==> config.mk <==
export PLATFORM = sky130hd
export DESIGN_NAME = beam_bank
export DESIGN_NICKNAME = d
export VERILOG_FILES = /design/src/rtl/beam_bank.sv
export SDC_FILE = /design/constraint.sdc
export NUM_CORES = 1
export LEC_CHECK = 0
export ABC_CLOCK_PERIOD_IN_PS = 2400
export BUFFER_PORTS_ARGS = -buffer_cell sky130_fd_sc_hd__buf_2
export CAP_MARGIN = 40
export CORE_UTILIZATION = 30
export CTS_CLUSTER_DIAMETER = 50
export DETAILED_ROUTE_END_ITERATION = 7
export MAX_ROUTING_LAYER = met4
export SETUP_SLACK_MARGIN = 0.3
export SLEW_MARGIN = 25
export SYNTH_ARGS = -nofsm -noshare
export SYNTH_HDL_FRONTEND = slang
export SYNTH_SLANG_ARGS = --single-unit
==> constraint.sdc <==
create_clock -name clk -period 2.4 [get_ports clk]
set_input_delay 0.48 -clock clk [delete_from_list [all_inputs] [get_ports clk]]
set_output_delay 0.48 -clock clk [all_outputs]
set_load 0.02 [all_outputs]
==> src/rtl/beam_bank.sv <==
// Bank of NUM_BEAMS projectile slots: launch on shoot, climb STEP rows per move tick, retire on hit or top.
// Optional post-shot lockout guarded by macro BEAM_COOLDOWN_EN (undefined: acceptance depends only on full).
module beam_bank #(
   parameter int NUM_BEAMS = 4,
   parameter int X_W       = 8,
   parameter int Y_W       = 7,
   parameter int Y_START   = 112,
   parameter int STEP      = 4,
   parameter int TICK_DIV  = 833334,
   parameter int COOLDOWN  = 8
) (
   input  logic                     clk,
   input  logic                     resetn,
   input  logic                     shoot,
   input  logic [X_W-1:0]           x_in,
   input  logic [NUM_BEAMS-1:0]     hit,
   output logic [NUM_BEAMS-1:0]     active,
   output logic [NUM_BEAMS*X_W-1:0] x_bus,
   output logic [NUM_BEAMS*Y_W-1:0] y_bus,
   output logic                     full,
   output logic                     fire_ack
);

   localparam int CNT_W = (TICK_DIV > 1) ? $clog2(TICK_DIV) : 1;

   typedef enum logic [1:0] {
      S_IDLE   = 2'd0,
      S_FLY    = 2'd1,
      S_RETIRE = 2'd2
   } slot_state_e;

   slot_state_e          state_q [NUM_BEAMS];
   slot_state_e          state_d [NUM_BEAMS];
   logic [X_W-1:0]       x_q     [NUM_BEAMS];
   logic [X_W-1:0]       x_d     [NUM_BEAMS];
   logic [Y_W-1:0]       y_q     [NUM_BEAMS];
   logic [Y_W-1:0]       y_d     [NUM_BEAMS];

   logic [CNT_W-1:0]     tick_cnt_q, tick_cnt_d;
   logic                 fire_ack_q, fire_ack_d;
   logic                 move_tick;
   logic                 lock_clear;
   logic                 accept;
   logic [NUM_BEAMS-1:0] idle_vec;
   logic [NUM_BEAMS-1:0] grant;

   // Shared move-tick divider
   assign move_tick = (tick_cnt_q == CNT_W'(TICK_DIV - 1));

   always_comb begin
      tick_cnt_d = tick_cnt_q + CNT_W'(1);
      if (move_tick) begin
         tick_cnt_d = '0;
      end
   end

   always_comb begin
      idle_vec = '0;
      for (int i = 0; i < NUM_BEAMS; i++) begin
         idle_vec[i] = (state_q[i] == S_IDLE);
      end
   end

   // A slot leaving RETIRE this edge is not yet IDLE, so it cannot be granted until next cycle.
   assign full   = ~|idle_vec;
   assign grant  = idle_vec & (~idle_vec + NUM_BEAMS'(1));
   assign accept = shoot & ~full & lock_clear;

`ifdef BEAM_COOLDOWN_EN
   localparam int LOCK_W = (COOLDOWN > 0) ? $clog2(COOLDOWN + 1) : 1;

   logic [LOCK_W-1:0] lock_q, lock_d;

   assign lock_clear = (lock_q == '0);

   always_comb begin
      lock_d = lock_q;
      if (accept) begin
         lock_d = LOCK_W'(COOLDOWN);
      end else if (!lock_clear) begin
         lock_d = lock_q - LOCK_W'(1);
      end
   end

   always_ff @(posedge clk) begin
      if (!resetn) begin
         lock_q <= '0;
      end else begin
         lock_q <= lock_d;
      end
   end
`else
   assign lock_clear = 1'b1;
`endif

   // Per-slot FSMs: a hit outranks a move; a slot below STEP retires with y untouched.
   always_comb begin
      for (int i = 0; i < NUM_BEAMS; i++) begin
         state_d[i] = state_q[i];
         x_d[i]     = x_q[i];
         y_d[i]     = y_q[i];
         unique case (state_q[i])
            S_IDLE: begin
               if (accept && grant[i]) begin
                  state_d[i] = S_FLY;
                  x_d[i]     = x_in;
                  y_d[i]     = Y_W'(Y_START);
               end
            end
            S_FLY: begin
               if (hit[i]) begin
                  state_d[i] = S_RETIRE;
               end else if (move_tick) begin
                  if (y_q[i] >= Y_W'(STEP)) begin
                     y_d[i] = y_q[i] - Y_W'(STEP);
                  end else begin
                     state_d[i] = S_RETIRE;
                  end
               end
            end
            S_RETIRE: begin
               state_d[i] = S_IDLE;
            end
            default: begin
               state_d[i] = S_IDLE;
            end
         endcase
      end
   end

   assign fire_ack_d = accept;

   always_ff @(posedge clk) begin
      if (!resetn) begin
         tick_cnt_q <= '0;
         fire_ack_q <= 1'b0;
         for (int i = 0; i < NUM_BEAMS; i++) begin
            state_q[i] <= S_IDLE;
            x_q[i]     <= '0;
            y_q[i]     <= Y_W'(Y_START);
         end
      end else begin
         tick_cnt_q <= tick_cnt_d;
         fire_ack_q <= fire_ack_d;
         for (int i = 0; i < NUM_BEAMS; i++) begin
            state_q[i] <= state_d[i];
            x_q[i]     <= x_d[i];
            y_q[i]     <= y_d[i];
         end
      end
   end

   always_comb begin
      active = '0;
      x_bus  = '0;
      y_bus  = '0;
      for (int i = 0; i < NUM_BEAMS; i++) begin
         active[i]             = (state_q[i] == S_FLY);
         x_bus[i*X_W +: X_W]   = x_q[i];
         y_bus[i*Y_W +: Y_W]   = y_q[i];
      end
   end

   assign fire_ack = fire_ack_q;

endmodule

After elaboration in Yosys (flattened, before gate mapping)
Memory sizes are Yosys's and may differ from the RTL's.
Index checks and enable logic that the tools add are counted.

word-level totals
  output and inout bits = 66
  latch bits = 0
  RAM bits = 68
  bits in registers = 21
  ROM bits = 0
  memories kept = 3

memory list
  name     depth  width  read ports  clocked after memory_dff  wr ports  RTL line  RTL
  x_q      4      8      4           0                         4         34        logic [X_W-1:0] x_q [NUM_BEAMS];
  y_q      4      7      4           0                         4         36        logic [Y_W-1:0] y_q [NUM_BEAMS];
  state_q  4      2      4           0                         4         32        slot_state_e state_q [NUM_BEAMS];

operators by class
  add/subtract/negate cells = 6
  bitwise operators = 16
  magnitude comparators = 4
  reduce and logical (&&, ||, !) cells = 11
  div/mod/pow operators = 0
  mux-type cells = 62
  equal/unequal tests = 5
  shift-type cells = 0
  multiply operators = 0

operators with widths
  cell                                                                number
  two-way mux 7 bit                                                   20
  two-way mux 8 bit                                                   12
  case mux 7 bit (2 select lines)                                     4
  two-way mux 2 bit                                                   20
  greater-or-equal comparator 7 x 3 -> 1 bit (second input constant)  4
  subtractor 7 x 3 -> 7 bit (second input constant)                   4
  adder 20 x 1 -> 20 bit (second input constant)                      1
  == test 20 bit (second input constant)                              1
  case mux 2 bit (2 select lines)                                     4
  bitwise OR 1 bit                                                    12
  == test 2 x 1 -> 1 bit (second input constant)                      4
  logical NOT 2 bit                                                   4
  adder 4 x 1 -> 4 bit (second input constant)                        1
  AND 4 bit                                                           1
  logical AND 1 bit                                                   4
  inverter 4 bit                                                      1
  OR reduction 4 bit                                                  1
  two-way mux 1 bit                                                   2
  OR reduction 2 bit                                                  1
  AND 1 bit                                                           1
  logical NOT 1 bit                                                   1
  inverter 1 bit                                                      1

Logic depth before layout (Yosys ltp)
An unclocked memory read counts as a cell.

  depth in word-level cells = 9
  gate-level depth with buffers = 8

Worst setup path before layout
OpenSTA, ideal clock, no wires.

  kind = reg-to-reg
  start = memory y_q[0][2]
  end = memory y_q[0][3]
  path slack = 620 ps
  data arrival time = 1710 ps
  library setup time = 70 ps
  stages on the path, launching flop included = 6
  path buffers = 0
  cell sequence = dfxtp_1 ha_1 nor3_1 a2111o_1 or4_1 a21oi_1

RTL lines
  element             RTL line
  start: declaration  36

==> flow_summary_export.csv <==
group,metric,value,unit
status,status,"finished clean",
worst_setup_path,r2r_start,"y_q[0][24]",
synth,synth_seq_cells,81,
global_routing,grt_start_max_net_pins,33,
timing,finalCriticalPeriod,1.96,ns
clocking,cts_hold_buffers,0,
timing,period_share,0.818,
worst_setup_path,crit_top_cell,"a211oi_1",
layout,post_route_cells_drive_above_1_share,0.206,
detailed_routing,via_per_inst,5.02,
worst_setup_path,cpPeakStageDelay,0.45,ns
synth,synth_area,3840,sq um
detailed_routing,ant_nets,0,
timing,fmax,0.509,GHz
synth,syn_inst,452,
detailed_routing,drtIter0Drc,260,
layout,multi_input_area,2030,sq um
detailed_routing,wl_per_cell,14.6,um
worst_setup_path,crit_required,2.60,ns
timing,fin_worst_skew,0.00854,ns
synth,async_flop_share,0,
timing,slew_violations,0,
power,leakage,0.00184,uW
clocking,cts_buffer_depth,2,
synth,syn_area_per_cell,8.49,sq um
timing,hold_viol_final,0,
clocking,cts_made_buffers,9,
place,place_hpwl,7.50,mm
clocking,path_clk_slew,0.07,ns
synth,ys.flop_type,"dfxtp_1",
global_routing,antenna_found_initial,0,
floorplanning,core_area,12300,sq um
clocking,htreeDepth,3,
worst_setup_path,critical_path.max_fanout,4,
worst_setup_path,crit_type,"flop to flop",
floorplanning,die_area,13300,sq um
timing,hold_ws,0.403,ns
clocking,cts.sinks,81,
synth,synth-edff-count,0,
global_routing,grt_pass1_vias,3225,
global_routing,grt_usage,0.161,
worst_setup_path,cp_cell_sequence,"inv_1, ha_1, nor3_1, a2111oi_4, a211oi_1, a211oi_1",
synth,synth_cell_type_count,54,
hold_path,min_path_cells,2,
timing,slew_headroom,0.545,
worst_setup_path,reg2reg_depth,6,
detailed_routing,vias,3505,
floorplanning,dieHeight,115,um
worst_setup_path,reg2reg_setup_slack,0.44,ns
timing,setup_tns,0,ns
synth,synth_seq_area_share,0.422,
worst_setup_path,worstReg2RegEnd,"y_q[0][26]",
layout,fill_cells,1263,
layout,num_antenna_cells,0,
floorplanning,die_x,115,um
power,powerDensity,614,nW/um^2
place,gp_congestion,0.828,
detailed_routing,drt_wl_total,10.2,mm
hold_path,hold_path_end,"state_q[0][0]",
global_routing,gr-total-overflow,0,
layout,nets,550,
floorplanning,ios,81,
detailed_routing,drc,0,
place,io_buffers,72,
worst_setup_path,arrival,2.16,ns
synth,yosysWarnings,0,
floorplanning,rows,40,
hold_path,hold_path_startpoint,"hit[0]",
worst_setup_path,crit_slowest_cell,"a211oi_1",
worst_setup_path,start_kind,"flop",
timing,setup_viol,0,
layout,syn_to_final_growth,21.7,%
floorplanning,floorplan.initialDensity,0.313,
clocking,root_buffer,"clkbuf_16",
worst_setup_path,endpoint_kind,"flop",
clocking,worstSkewPairLatency,0.33,ns
timing,rsz0062_at_grt,"false",
layout,seq_area,1620,sq um
power,max-vdd-ir-drop,293,uV
global_routing,grt_pass1_wl,16.2,mm
timing,tightest_slew,0.678,ns
hold_path,hp-class,"primary input to flop",
flow_run,maxCapViolCount,0,
clocking,cts_tree,"done",
detailed_routing,first_pass_iters,5,
-- flip-flops by register name, summed over array words and instances, names as in the netlist --
| name | cells |
|---|---|
| fire_ack | 1 |
| state_q | 8 |
| x_q | 32 |
| y_q | 20 |
| tick_cnt_q | 20 |
-- layout make-up --
class / count / area share
clock buffers: 9 / 0.0482
clock inverters: 7 / 0.0115
multi-input cells: 325 / 0.433
repair buffers: 83 / 0.0948
flip-flops and latches: 81 / 0.347
well taps: 168 / 0.0450
inverters: 25 / 0.0201
-- routing by layer --
| metal | track usage | share of wire |
|---|---|---|
| met1 | 0.207 | 0.45 |
| met2 | 0.257 | 0.49 |
| met3 | 0.0279 | 0.044 |
| met4 | 0.0528 | 0.012 |
| met5 | - | 0 |
-- critical path, delay by kind of cell (launching register included) --
family	cells	cell delay, ns
compound gates	3	0.77
simple gates	1	0.42
flops	1	0.37
fa+ha+maj	1	0.18
buf+inv	1	0.09
-- worst max-delay path by stage --
stage | depth (start not counted) | startpoint | end
floorplan | 5 | y_q[0][2] | y_q[0][3]
finish | 6 | y_q[0][24] | y_q[0][26]
CTS | 6 | tick_cnt_q[0] | state_q[1][0]
detailed placement | 6 | tick_cnt_q[0] | y_q[0][12]
global placement | 5 | y_q[0][9] | y_q[0][9]
global route | 6 | y_q[0][24] | y_q[0][26]
-- cell usage after synthesis, types with 2 or more instances --
library cell / count / area (sq um)
a2111o_1: 2 / 22.5
a2111oi_2: 2 / 30.0
a211o_1: 2 / 17.5
a211oi_1: 14 / 105
a21oi_1: 28 / 140
a22o_1: 3 / 26.3
a41oi_1: 2 / 17.5
and3_1: 4 / 25.0
and3b_1: 2 / 17.5
and4_1: 4 / 35.0
buf_1: 2 / 7.51
buf_2: 2 / 10.0
buf_4: 10 / 75.1
clkbuf_1: 13 / 48.8
dfxtp_1: 81 / 1620
ha_1: 10 / 125
inv_1: 25 / 93.8
mux2i_1: 17 / 170
nand2_1: 51 / 191
nand2b_1: 4 / 25.0
nand3_1: 17 / 85.1
nand4_1: 9 / 56.3
nor2_1: 42 / 158
nor3_1: 21 / 105
nor3b_1: 4 / 30.0
nor4_1: 16 / 100
nor4b_1: 2 / 17.5
o21a_1: 7 / 52.6
o21ai_0: 10 / 50.1
o221a_2: 2 / 22.5
o31ai_1: 3 / 22.5
or3_1: 8 / 50.1
or4_1: 2 / 15.0
xnor2_1: 8 / 70.1
xor2_1: 4 / 35.0
-- stage by stage --
step           setup slack (ns)  cells  power, uW   util  instance area [sq um]
2_1_floorplan             0.620    459       1560      -                   3860
3_3_place_gp              0.461    680       1630  0.355                   4350
3_5_place_dp              0.372    680       1630  0.355                   4350
4_1_cts                   0.331    696       2900  0.378                   4630
5_1_grt                   0.263    698       2990  0.381                   4670
6_report                  0.437    698       2870  0.381                   4670
-- what timing repair did --
action / CTS / global route
gates resized for setup: 0 / 4
endpoints found under the setup margin: 0 / 18
setup buffers: 0 / 2
-- cell usage in the layout, fill, tap and decap left out, drive strengths merged, types with 7 or more instances in the layout --
cell	count
a211oi	14
a21oi	28
buf	83
clkbuf	9
conb	8
dfxtp	81
ha	10
inv	27
mux2i	17
nand2	51
nand3	17
nand4	10
nor2	42
nor3	21
nor4	17
o21a	7
o21ai	10
or3	8
xnor2	8
-- report_power, final --
group / total (uW) / internal (uW) / leakage [uW] / switching [uW]
Sequential: 1390 / 1370 / 0.000656 / 20.0
Clock: 1270 / 707 / 0.000128 / 559
Combinational: 213 / 61.5 / 0.00105 / 152
Total: 2870 / 2140 / 0.00184 / 731
-- kinds of logic (layout without fill, tap and decap cells) --
| kind of cell | Yosys count | count (layout) | share of synthesized area |
|---|---|---|---|
| and+or+nand+nor | 194 | 194 | 0.256 |
| AOI/OAI and AO/OA | 84 | 84 | 0.152 |
| DFF | 81 | 81 | 0.422 |
| buffers and inverters | 53 | 124 | 0.0642 |
| muxes | 17 | 17 | 0.0443 |
| xor gates and xnor gates | 12 | 12 | 0.0274 |
| adders and majority gates | 10 | 10 | 0.0326 |
| other | 1 | 8 | 0.000977 |
Power figures use the tool's default switching activity.
